File: config.mk
export PLATFORM = sky130hd
export DESIGN_NAME = pl_stage_chain
export DESIGN_NICKNAME = d
export VERILOG_FILES = /design/src/rtl/pl_chain_pkg.sv /design/src/rtl/pl_stage.sv /design/src/rtl/pl_stage_chain.sv
export SDC_FILE = /design/constraint.sdc
export NUM_CORES = 1
export LEC_CHECK = 0
export ABC_AREA = 1
export BUFFER_PORTS_ARGS = -buffer_cell sky130_fd_sc_hd__buf_4
export CAP_MARGIN = 10
export CORE_MARGIN = 2
export CORE_UTILIZATION = 50
export CTS_CLUSTER_DIAMETER = 120
export DETAILED_ROUTE_END_ITERATION = 10
export GPL_ROUTABILITY_DRIVEN = 0
export MAX_ROUTING_LAYER = met4
export PLACE_DENSITY = 0.75
export SLEW_MARGIN = 20
export SYNTH_ARGS = -nofsm -noshare
export SYNTH_HDL_FRONTEND = slang
export SYNTH_HIERARCHICAL = 1
export SYNTH_SLANG_ARGS = --single-unit
File: constraint.sdc
create_clock -name clk -period 3 [get_ports clk]
set_input_delay 0.6 -clock clk [delete_from_list [all_inputs] [get_ports clk]]
set_output_delay 0.6 -clock clk [all_outputs]
set_load 0.01 [all_outputs]
File: src/rtl/pl_chain_pkg.sv
// Shared definitions for the elastic pipeline-register chain.
//   clog2()           : index/count width helper used for port sizing
//   DEF_*             : default chain geometry
//   FLUSH_OVER_HOLD   : a stage with both flush and hold set empties at the
//                       next edge; flush also beats an incoming transfer
package pl_chain_pkg;

    localparam int DEF_NUM_STAGES      = 4;
    localparam int DEF_DATA_WIDTH      = 32;
    localparam int DEF_STALL_CNT_WIDTH = 16;

    // Flush wins over hold and over a transfer arriving in the same cycle;
    // pl_stage evaluates flush first for this reason.
    localparam bit FLUSH_OVER_HOLD = 1'b1;

    // Smallest r with 2**r >= value (0 for value <= 1).
    function automatic int clog2(input int value);
        int r;
        r = 0;
        for (int i = 0; i < 32; i++) begin
            if ((64'd1 << r) < 64'(value)) r = r + 1;
        end
        return r;
    endfunction

endpackage

File: src/rtl/pl_stage.sv
// One elastic pipeline stage: a payload register plus its valid bit.
// Ports:
//   clk, reset      : rising-edge clock, async active-low reset
//   hold            : freeze this stage for the current cycle
//   flush           : empty this stage at the next edge (beats hold/load)
//   load_en         : a transfer into this stage happens at the next edge
//   load_data       : payload captured on load_en
//   ready_next      : ready of the next-older stage (or downstream)
//   valid, data     : registered stage contents
//   adv             : the held item leaves this stage at the next edge
//   ready           : this stage can take a new item at the next edge
module pl_stage
    import pl_chain_pkg::*;
#(
    parameter int DATA_WIDTH = DEF_DATA_WIDTH
) (
    input  logic                  clk,
    input  logic                  reset,
    input  logic                  hold,
    input  logic                  flush,
    input  logic                  load_en,
    input  logic [DATA_WIDTH-1:0] load_data,
    input  logic                  ready_next,
    output logic                  valid,
    output logic [DATA_WIDTH-1:0] data,
    output logic                  adv,
    output logic                  ready
);

    // An empty stage is always ready regardless of hold.
    assign adv   = valid & ~hold & ready_next;
    assign ready = ~valid | adv;

    always_ff @(posedge clk or negedge reset) begin
        if (!reset) begin
            valid <= 1'b0;
            data  <= '0;
        end else if (flush) begin
            // Incoming item (if any) is dropped; data is left stale.
            valid <= 1'b0;
        end else if (load_en) begin
            valid <= 1'b1;
            data  <= load_data;
        end else if (adv) begin
            // Item moved on and nothing replaced it: bubble, stale data.
            valid <= 1'b0;
        end
    end

endmodule

File: src/rtl/pl_stage_chain.sv
// Elastic pipeline-register chain with valid/ready at both ends, per-stage
// hold and flush, occupancy and saturating stall statistics.
// Stage 0 is youngest, stage NUM_STAGES-1 is oldest and drives the output.
// Ports:
//   clk, reset             : rising-edge clock, async active-low reset
//   in_valid/in_data/in_ready    : upstream handshake into stage 0
//   hold_mask, flush_mask  : per-stage freeze / empty controls
//   out_valid/out_data/out_ready : downstream handshake from last stage
//   stage_valid            : per-stage valid bits for hazard logic
//   occupancy              : number of valid stages
//   stall_count            : saturating count of in_valid & !in_ready cycles
module pl_stage_chain
    import pl_chain_pkg::*;
#(
    parameter int NUM_STAGES      = DEF_NUM_STAGES,
    parameter int DATA_WIDTH      = DEF_DATA_WIDTH,
    parameter int STALL_CNT_WIDTH = DEF_STALL_CNT_WIDTH
) (
    input  logic                              clk,
    input  logic                              reset,
    input  logic                              in_valid,
    input  logic [DATA_WIDTH-1:0]             in_data,
    output logic                              in_ready,
    input  logic [NUM_STAGES-1:0]             hold_mask,
    input  logic [NUM_STAGES-1:0]             flush_mask,
    output logic                              out_valid,
    output logic [DATA_WIDTH-1:0]             out_data,
    input  logic                              out_ready,
    output logic [NUM_STAGES-1:0]             stage_valid,
    output logic [clog2(NUM_STAGES+1)-1:0]    occupancy,
    output logic [STALL_CNT_WIDTH-1:0]        stall_count
);

    localparam int OCC_W = clog2(NUM_STAGES + 1);

    // Each stage keeps its own handshake nets so the ready chain (which runs
    // oldest -> youngest) is a chain of distinct signals rather than bits of
    // one vector feeding back into itself.
    for (genvar g = 0; g < NUM_STAGES; g++) begin : g_stage
        logic                  rdy;
        logic                  rdy_next;
        logic                  advance;
        logic                  vld;
        logic                  ld;
        logic [DATA_WIDTH-1:0] q;
        logic [DATA_WIDTH-1:0] src;

        if (g == NUM_STAGES - 1) begin : g_last
            assign rdy_next = out_ready;
        end else begin : g_mid
            assign rdy_next = g_stage[g+1].rdy;
        end

        if (g == 0) begin : g_first
            assign ld  = in_valid & rdy;
            assign src = in_data;
        end else begin : g_rest
            assign ld  = g_stage[g-1].advance & rdy;
            assign src = g_stage[g-1].q;
        end

        pl_stage #(
            .DATA_WIDTH (DATA_WIDTH)
        ) u_stage (
            .clk        (clk),
            .reset      (reset),
            .hold       (hold_mask[g]),
            .flush      (flush_mask[g]),
            .load_en    (ld),
            .load_data  (src),
            .ready_next (rdy_next),
            .valid      (vld),
            .data       (q),
            .adv        (advance),
            .ready      (rdy)
        );

        assign stage_valid[g] = vld;
    end

    assign in_ready  = g_stage[0].rdy;
    assign out_valid = g_stage[NUM_STAGES-1].vld;
    assign out_data  = g_stage[NUM_STAGES-1].q;

    // Popcount of the registered valid bits.
    always_comb begin
        occupancy = '0;
        for (int i = 0; i < NUM_STAGES; i++) begin
            occupancy = occupancy + OCC_W'(stage_valid[i]);
        end
    end

    always_ff @(posedge clk or negedge reset) begin
        if (!reset) begin
            stall_count <= '0;
        end else if (in_valid && !in_ready && (stall_count != '1)) begin
            stall_count <= stall_count + STALL_CNT_WIDTH'(1);
        end
    end

endmodule

==> qor.yml <==
clock_tree:
  cts_tree: "built"
  cts_post_setup_buffers_inserted: 0
  numClockSinks: 148
  clk_path_buf_depth: 2
  cts_htree_levels: 4
  cts.reportedPaths.clkPinSlew_ns: 0.06
  clkLatencyLatePin_ns: 0.42
  cts.hold.buffers_added: 0
  post_cts_resize_count: 0
  clock_root_buffer: "sky130_fd_sc_hd__clkbuf_16"
  tritoncts.num_buffers: 17
flow_run:
  max_cap_violations: 0
critical_path:
  critPathKind: "register to output port"
  cp.arrival_ns: 2.10
  cp-end-kind: "output port"
  path_max_fanout: 5
  critical_path.startpoint_type: "register"
  critPathTopFamily: "adder cells"
  worst_path_max_delay_cell: "sky130_fd_sc_hd__fa_1"
  worst_path_largest_cell_delay_ns: 0.54
  worstPathCellList: "inv_1 > fa_1 > inv_1 > ha_1 > ha_1 > buf_4"
  cp.buffers_inverters: 3
  worstPathRequired_ns: 2.40
layout:
  final-seq-area_um2: 3700
  num-nets-final: 887
  antenna_cells: 0
  mostFrequentLayoutCell: "sky130_fd_sc_hd__nand2_1"
  multi_input_comb_area_um2: 2330
  nFillCells: 1095
  final_cell_mix: "sky130_fd_sc_hd__nand2_1, sky130_fd_sc_hd__dfrtp_1, sky130_fd_sc_hd__nand3_1"
  areaGrowthSynthToFinish_pct: 20.7
  post_route_cells_drive_above_1_share: 0.176
  fin_area_um2: 7870
floorplanning:
  core-area_um2: 12700
  row_count: 41
  initial_util: 0.514
  overall_die_area_um2: 14000
  floorplan.io_pins: 101
  die_x_um: 118
  die_y_um: 118
sta:
  hold_viol_final: 0
  worst-slew-pin-transition_ns: 0.645
  setup_repair_after_global_routing_missed_its_margin: "no"
  slew_headroom: 0.570
  layout_skew_ns: 0.00678
  achievable-frequency_ghz: 0.371
  final-max-slew-violation-count: 0
  fin_tns_setup_ns: 0
  post-route-min-period_ns: 2.70
  timing.final.setup_violations: 0
  min_period_over_period: 0.899
hold_path:
  hold_path.class: "primary input to async pin"
power:
  total_leakage_power_nw: 4.38
  power-per-cell-area_nw_per_um2: 708
  total_power_mw: 5.57
  vdd.ir_drop.worst_mv: 0.382
logic_synthesis:
  syn-mean-instance-area_um2: 8.59
  postSynthCellCount: 759
  synth.net_count: 807
  ys.warnings.count: 6
  syn_area_um2: 6520
detailed_routing:
  drt-pass1-iter-count: 4
  vias: 4963
  detail_route.drc_violations: 0
  initialDrtViolationCount: 416
  post_drt_wl_per_cell_um: 12.8
  drt_wl_total_um: 13100
  viasPerCell: 4.85
  drt.antenna.violating_nets: 0
grt:
  number_of_global_route_vias_before_repair: 4716
  global_route_wire_length_before_repair_um: 22800
  grt_overflow: 0
  initial_antenna_violation_count: 0
  grtUsageTotal: 0.208
  grt_max_degree: 70
placement:
  buffer_ports.inserted: 100
  detailed_place_hpwl_um: 8920
  placed_area_um2: 7190
outcome:
  run_status: "finished clean"
[through the flow]
step                      worst slack (ns)  utilization  hold slack (ns)  cells
after floorplan                      0.870            -            0.304    759
after CTS                            0.270        0.621            0.198   1024
after global placement               0.695        0.567            0.454    992
after detailed placement             0.643        0.567            0.460    992
after global routing                 0.161        0.621            0.213   1024
final                                0.302        0.621            0.179   1024
[power breakdown]
group          total, mW  switching, mW  internal [mW]
sequential          2.56          0.222           2.33
combinational      0.613          0.356          0.257
clock               2.40          0.774           1.62
[layout make-up]
class | instances | share of cell area
clock buffer | 23 | 0.0608
clock inverter | 9 | 0.0251
inverter | 30 | 0.0150
multi-input combinational | 535 | 0.297
sequential | 148 | 0.471
tap | 172 | 0.0274
timing repair buffer | 107 | 0.104
[final timing paths]
check / startpoint / to / slack [ns] / depth (start not counted)
min in group clk: in_data[12] / g_stage[0].u_stage/data[12] / 0.41 / 3
max: g_stage[3].u_stage/valid / occupancy[1] / 0.30 / 6
max reg2reg: g_stage[3].u_stage/valid / g_stage[1].u_stage/data[25] / 0.96 / 12
min reg2reg: g_stage[3].u_stage/data[31] / g_stage[3].u_stage/data[31] / 0.47 / 2
max in group asynchronous: reset / g_stage[0].u_stage/data[1] / 2.02 / 2
min: reset / stall_count[6] / 0.18 / 1
[flip-flops by register name, summed over array words and instances, names as in the netlist]
name,count
stall_count,16
g_stage.u_stage/data,128
g_stage.u_stage/valid,4
[per-layer routing]
metal  track usage  part of all wire  vias to the layer above
met5             -                 0                        -
met4        0.0670            0.0062                        0
li1              -                 -                     2565
met2         0.292              0.45                      119
met1         0.291              0.49                     2270
met3        0.0608             0.054                        9
[worst register-to-register path: cells and delay by family (launching register included)]
family	cells	cell delay (ns)
simple gates	10	0.95
buf+inv	2	0.60
flops	1	0.42
(Power assumes the default switching activity.)
